**src/rtl/down_counter_timer_if.sv**
```systemverilog
// Control and status bundle for the loadable down-counter timer.
// The master issues load/decrement strobes, and the slave reports the count and flags.
interface down_counter_timer_if #(
    parameter int WIDTH = 16
);
    logic             load;
    logic [WIDTH-1:0] load_value;
    logic             dec;
    logic             reload_en;
    logic [WIDTH-1:0] O;
    logic             zero;
    logic             busy;
    logic             done;

    modport master (
        output load, load_value, dec, reload_en,
        input  O, zero, busy, done
    );

    modport slave (
        input  load, load_value, dec, reload_en,
        output O, zero, busy, done
    );
endinterface

```
**src/rtl/down_counter_timer.sv**
```systemverilog
// Loadable down-counter with a one-cycle terminal-count pulse and optional auto-reload.
// The count only reaches 0 in IDLE, so the decrement can never wrap.
module down_counter_timer #(
    parameter int               WIDTH = 16,
    parameter logic [WIDTH-1:0] INIT  = '0
) (
    input  logic                 CLK,
    input  logic                 ASYNCRESETN,
    down_counter_timer_if.slave  bus
);
    typedef enum logic {
        IDLE = 1'b0,
        RUN  = 1'b1
    } state_t;

    state_t           state;
    logic [WIDTH-1:0] count;
    logic [WIDTH-1:0] reload_value;
    logic             done_q;

    // NOTE: all state is updated with non-blocking assignments so every register samples pre-edge values.
    always_ff @(posedge CLK or negedge ASYNCRESETN) begin
        if (!ASYNCRESETN) begin
            count        <= INIT;
            reload_value <= '0;
            state        <= IDLE;
            done_q       <= 1'b0;
        end else begin
            done_q <= 1'b0;
            if (bus.load) begin
                // A load wins over dec and cancels any terminal event in this cycle.
                count        <= bus.load_value;
                reload_value <= bus.load_value;
                state        <= (bus.load_value != '0) ? RUN : IDLE;
            end else if (state == RUN && bus.dec) begin
                if (count == WIDTH'(1)) begin
                    done_q <= 1'b1;
                    if (bus.reload_en) begin
                        count <= reload_value;
                    end else begin
                        count <= '0;
                        state <= IDLE;
                    end
                end else begin
                    count <= count - WIDTH'(1);
                end
            end
        end
    end

    assign bus.O    = count;
    assign bus.zero = (count == '0);
    assign bus.busy = (state == RUN);
    assign bus.done = done_q;
endmodule

```
**src/flat_wrapper.sv**
```systemverilog
// flat-port wrapper written by rule: the top's interface ports become plain ports
module down_counter_timer_flat 
#(
    parameter int               WIDTH = 16,
    parameter logic [WIDTH-1:0] INIT  = '0
)
  (CLK, ASYNCRESETN, bus_load, bus_load_value, bus_dec, bus_reload_en, bus_O, bus_zero, bus_busy, bus_done);
  down_counter_timer_if #(.WIDTH(WIDTH)) bus_i ();
  input  logic CLK;
  input  logic ASYNCRESETN;
  input wire logic [$bits(bus_i.load)-1:0] bus_load;
  input wire logic [$bits(bus_i.load_value)-1:0] bus_load_value;
  input wire logic [$bits(bus_i.dec)-1:0] bus_dec;
  input wire logic [$bits(bus_i.reload_en)-1:0] bus_reload_en;
  output wire logic [$bits(bus_i.O)-1:0] bus_O;
  output wire logic [$bits(bus_i.zero)-1:0] bus_zero;
  output wire logic [$bits(bus_i.busy)-1:0] bus_busy;
  output wire logic [$bits(bus_i.done)-1:0] bus_done;
  assign bus_i.load = bus_load;
  assign bus_i.load_value = bus_load_value;
  assign bus_i.dec = bus_dec;
  assign bus_i.reload_en = bus_reload_en;
  assign bus_O = bus_i.O;
  assign bus_zero = bus_i.zero;
  assign bus_busy = bus_i.busy;
  assign bus_done = bus_i.done;
  down_counter_timer #(.WIDTH(WIDTH), .INIT(INIT)) u_core (.CLK(CLK), .ASYNCRESETN(ASYNCRESETN), .bus(bus_i));
endmodule
```
**config.mk**
```make
export PLATFORM = sky130hd
export DESIGN_NAME = down_counter_timer_flat
export DESIGN_NICKNAME = d
export VERILOG_FILES = /design/src/rtl/down_counter_timer_if.sv /design/src/rtl/down_counter_timer.sv /design/src/flat_wrapper.sv
export SDC_FILE = /design/constraint.sdc
export NUM_CORES = 1
export LEC_CHECK = 0
export BUFFER_PORTS_ARGS = -buffer_cell sky130_fd_sc_hd__buf_4
export CAP_MARGIN = 20
export CELL_PAD_IN_SITES_DETAIL_PLACEMENT = 2
export CELL_PAD_IN_SITES_GLOBAL_PLACEMENT = 2
export CORE_MARGIN = 2
export CORE_UTILIZATION = 31
export CTS_BUF_LIST = sky130_fd_sc_hd__clkbuf_2
export DETAILED_ROUTE_END_ITERATION = 7
export PLACE_DENSITY = 0.89
export RECOVER_POWER = 25
export SYNTH_ARGS = -nofsm -noshare
export SYNTH_HDL_FRONTEND = slang
export SYNTH_SLANG_ARGS = --single-unit
```
**constraint.sdc**
```tcl
create_clock -name CLK -period 2.3 [get_ports CLK]
set_clock_uncertainty 0.05 [all_clocks]
set_input_delay 0.46 -clock CLK [delete_from_list [all_inputs] [get_ports CLK]]
set_output_delay 0.46 -clock CLK [all_outputs]
set_load 0.01 [all_outputs]
```
Word-level counts from Yosys, hierarchy flattened
Cells that the tools add are included.

storage, ports and cells
  register bits after elaboration = 34
  latch bits = 0
  memory bits (writable) = 0
  memory bits (read-only) = 0
  input bits = 21
  output and inout bits = 19
  memories = 0

operators by class
  add/sub/neg operators = 1
  multiply operators = 0
  div/mod/pow operators = 0
  order comparisons = 0
  equal/unequal tests = 2
  shifts and indexed selects = 0
  multiplexer cells = 12
  bitwise operators = 0
  reduce and logical (&&, ||, !) cells = 6

operators with widths
  cell                                                  number
  two-way mux 16 bit                                    4
  equality test 16 x 1 -> 1 bit, second input constant  1
  zero test 16 bit                                      1
  nonzero test 16 bit                                   1
  subtractor 16 x 1 -> 16 bit, second input constant    1
  two-way mux 1 bit                                     8
  nonzero test 2 bit                                    2
  AND reduction 3 bit                                   1
  inequality test 2 bit, second input constant          1
  logical AND 1 bit                                     1

Logic depth before layout (Yosys ltp)
  word-level depth = 4
  mapped depth = 8
  mapped depth without buffers = 7

Worst setup path before layout
No wires, ideal clock.

  kind = register -> register
  from = register u_core.count[1], in the netlist u_core.bus.O[1]
  to = register u_core.count[15], in the netlist u_core.bus.O[15]
  arrival = 2181 ps
  required time = 2127 ps
  slack = -53 ps
  cell stages (with the launch flop) = 9
  path through = dfrtp_1 -> inv_1 -> ha_1 -> or4b_2 -> nor4_1 -> or2_2 -> clkbuf_1 -> a31oi_1 -> o221a_2

between the ends
  word-level cells in the longest chain between the ends = 4
  elaborated cells on any way between the ends = 5
  those cells by class = add/sub: 1; eq/ne: 1; mux: 3

ends and longest elaborated chain
  what                                                                                 line                                                RTL
  start, declared                                                                      down_counter_timer.sv:17                            logic [WIDTH-1:0] count;
  start signal, assigned                                                               down_counter_timer.sv:32                            count <= bus.load_value;
  start signal, assigned                                                               down_counter_timer.sv:39                            count <= reload_value;
  start signal, assigned                                                               down_counter_timer.sv:45                            count <= count - WIDTH'(1);
  subtractor 16 x 1 -> 16 bit / equality test 16 x 1 -> 1 bit (equally long branches)  down_counter_timer.sv:45, down_counter_timer.sv:36
  two-way mux 16 bit *                                                                 down_counter_timer.sv:36                            if (count == WIDTH'(1)) begin
  two-way mux 16 bit *                                                                 down_counter_timer.sv:35                            end else if (state == RUN && bus.dec) begin
  two-way mux 16 bit *                                                                 down_counter_timer.sv:30                            if (bus.load) begin

Every way passes the cells marked *; elsewhere a longest branch is shown, timed or not. The select of a mux whose other input is x is not followed.
A chain may end at the register's enable or synchronous reset.

Worst setup path in the final report
  from = register u_core.count[3], in the netlist u_core.bus.O[3]
  to = output bus_zero

between the ends
  word-level cells in the longest chain between the ends = 1

ends and longest elaborated chain
  what              line                      RTL
  zero test 16 bit  down_counter_timer.sv:52  assign bus.zero = (count == '0);
  end, declared     flat_wrapper.sv:16        output wire logic [$bits(bus_i.zero)-1:0] bus_zero;

Every way passes these cells.

==> results.txt <==
status -> complete, but fails checks
failing checks -> setup timing
final setup fails -> 3
Peak VDD IR -> 295 µV
row count -> 29
share of cells above drive strength 1 -> 38.1%
Initial Util -> 31.8%
final WL -> 8540 µm
fill count -> 690
# port buffers -> 39
vias per cell -> 6.00
routability cong. -> 0.909
Ports -> 40
# diodes -> 0
min-delay src -> bus_load_value[9]
Post-Place Setup Slack -> -0.0963 ns
unrepaired setup endpoints after global routing -> yes
cell count after synthesis -> 217
Reg area -> 851 µm²
setup TNS -> -0.339 ns
Worst Hold Class -> in2reg
placed cells -> 352
register area share after synthesis -> 42.6%
1st-iter DRT viols -> 114
chip width -> 84.3 µm
area grow syn2layout -> 37.9%
CP Launch Type -> flip-flop
H-tree level count -> 2
clock sink count -> 34
crit end category -> primary output
NumNets Final -> 314
global-route wire length before repair -> 13400 µm
area of the mapped netlist -> 2000 µm²
Core Box Area -> 6280 µm²
Clk pin slew, worst setup/hold paths -> 0.23 ns
Antenna Nets Post-Route -> 0
fin cells -> 368
drt wl/cell -> 23.2 µm
largest net degree at the start of global routing -> 35
Post-Syn Nets -> 241
predominant post-synthesis flop cell -> dfrtp_1
Slew @ Worst Pin -> 1.13 ns
LEAKAGE -> 1.18 nW
clock root cell -> clkbuf_2
Max Clock Freq -> 396 MHz
Async SR Flop Fraction -> 100%
initial antenna violation count -> 0
Final WS setup -> -0.225 ns
Netlist cell types -> 51
CTS tree -> done
Relative slew margins -> 24.5%
r2r startpoint -> u_core.bus.O[3]
residual DRC count -> 0
Hold EP -> u_core.reload_value[9]
Final Critical Period -> 2.53 ns
clock latency on the worst-skew pair -> 0.40 ns
Mean Syn Cell Area -> 9.21 µm²
total chip power -> 1.62 mW
Die ar. -> 7100 µm²
hold depth -> 3
critical path fanouts, max -> 4
Max Cap Violations -> 0
period utilization -> 110%
post-DP HPWL -> 5850 µm
critical path class -> reg2out
GRT overflow -> 0
fin util -> 43.9%
maximum buffer depth of the clock tree -> 2
Hold Violations, Final -> 0
CTS Buf Count -> 5
vias in the first global route -> 2439
Worst R2R Path Depth -> 5
YS warnings -> 0
Tot GR Track Use -> 24.2%
Die Y -> 84.3 µm
Reg2Reg Setup Slack -> -0.09 ns
DR pass1 iterations -> 4
worst endpoint required time -> 1.79 ns
multi-input combinational cell area -> 1150 µm²
Yosys reg bits -> 34
Pwr Density -> 589 nW/µm²
Crit path arrival time -> 2.02 ns
Reg-to-Reg End -> u_core.bus.O[14]
final slew viol count -> 0
Post-synth EDFFs -> 0
Vias -> 2209
-- what timing repair did --
item,in CTS,in global routing
gates resized for setup,9,11
hold buffers,1,0
endpoints found under the hold margin,34,0
setup endpoints to repair,9,18
pin swaps,4,4
buffers inserted,4,3
-- synthesized netlist by cell type (3+ instances only) --
master | instances | area [µm²]
dfrtp_1 | 34 | 851
nor2_1 | 21 | 78.8
nand2_1 | 19 | 71.3
o21ai_0 | 17 | 85.1
clkbuf_1 | 11 | 41.3
a22oi_1 | 8 | 60.1
a31oi_1 | 7 | 43.8
nor4_1 | 7 | 43.8
a21oi_1 | 6 | 30.0
mux2_2 | 6 | 67.6
inv_1 | 5 | 18.8
o211ai_1 | 5 | 37.5
or4_1 | 5 | 37.5
a21o_1 | 4 | 30.0
mux2i_1 | 4 | 40.0
nor2b_1 | 4 | 25.0
nor3_1 | 4 | 20.0
ha_1 | 3 | 37.5
o221a_2 | 3 | 33.8
o221ai_1 | 3 | 26.3
or2_2 | 3 | 18.8
xnor2_1 | 3 | 26.3
-- layer usage --
layer  global-route usage, %  wire [µm]
met1                    30.3       3560
met4                    8.21        102
met5                       0          0
met2                    42.4       4510
met3                    3.64        363
-- cell type report --
class	count	area share (%)
tap	77	3.50
inverter	6	0.817
timing repair buffer	80	21.8
clock inverter	2	0.318
clock buffer	6	1.09
multi-input combinational	163	41.6
sequential	34	30.9
-- report_power, final --
group	total, mW	internal (mW)	switching [mW]
combinational	0.595	0.274	0.321
clock	0.308	0.0750	0.233
sequential	0.720	0.665	0.0552
total	1.62	1.01	0.609
-- worst max-delay path by stage --
stage / end / start / slack, ns / depth (start not counted)
final: bus_zero / u_core.bus.O[3] / -0.23 / 5
after global routing: bus_zero / u_core.bus.O[14] / -0.29 / 5
after detailed placement: u_core.bus.O[12] / u_core.bus.O[4] / -0.1 / 7
after global placement: u_core.bus.O[12] / u_core.bus.O[4] / 0.03 / 7
after floorplan: u_core.bus.O[14] / u_core.bus.O[4] / -0.03 / 6
after CTS: bus_zero / u_core.bus.O[13] / -0.26 / 5
-- layout by cell type (no fill, tap or decap), types with 2 or more instances in the layout --
cell      netlist  routed
nor4_4          0       2
nand3_1         2       2
ha_1            3       2
a31oi_1         7       7
a21oi_1         6       6
inv_1           5       5
nand4_1         2       2
nand3b_1        2       2
or4_1           5       3
dfrtp_1        34      34
nor3_1          4       3
nor2b_1         4       4
nor4_1          7       5
nor2_1         21      20
o211ai_1        5       5
buf_4           0      72
or3_4           1       2
buf_6           0       3
o21ai_1         1       3
o221ai_1        3       3
clkbuf_1       11       3
mux2_2          6       6
clkinv_1        1       2
a21o_1          4       4
and2_1          2       2
clkbuf_2        0       7
or4_4           1       3
nand2_1        19      19
o221a_2         3       3
or2_2           3       2
o21ai_0        17      15
a22oi_1         8       8
mux2i_1         4       4
xnor2_1         3       3
-- through the flow --
step | cell area, µm² | hold WS (ns)
3_3_place_gp | 2580 | 0.395
2_1_floorplan | 2000 | 0.114
3_5_place_dp | 2580 | 0.405
4_1_cts | 2700 | 0.217
5_1_grt | 2760 | 0.222
6_report | 2760 | 0.231
-- critical path: stages (launching register included) --
cell     delay, ns
dfrtp_1       0.44
or4_4         0.58
buf_4         0.18
nor2_4        0.12
and3_4        0.20
buf_6         0.09
-- logic make-up (layout without fill, tap and decap cells) --
| family | Yosys count | count (layout) | share of synthesized area (%) |
|---|---|---|---|
| compound gates | 67 | 67 | 23.7 |
| flops | 34 | 34 | 42.6 |
| simple gates | 80 | 80 | 21.3 |
| mux | 10 | 10 | 5.38 |
| buf+inv | 20 | 94 | 3.88 |
| xor+xnor | 3 | 3 | 1.32 |
| fa+ha+maj | 3 | 3 | 1.88 |
-- flip-flops by register name, indices dropped and copies added, names as in the netlist --
register / count
u_core.bus.O: 16
u_core.reload_value: 16
u_core.bus.busy: 1
u_core.bus.done: 1
Note: power is estimated with default switching activity, not from simulation.
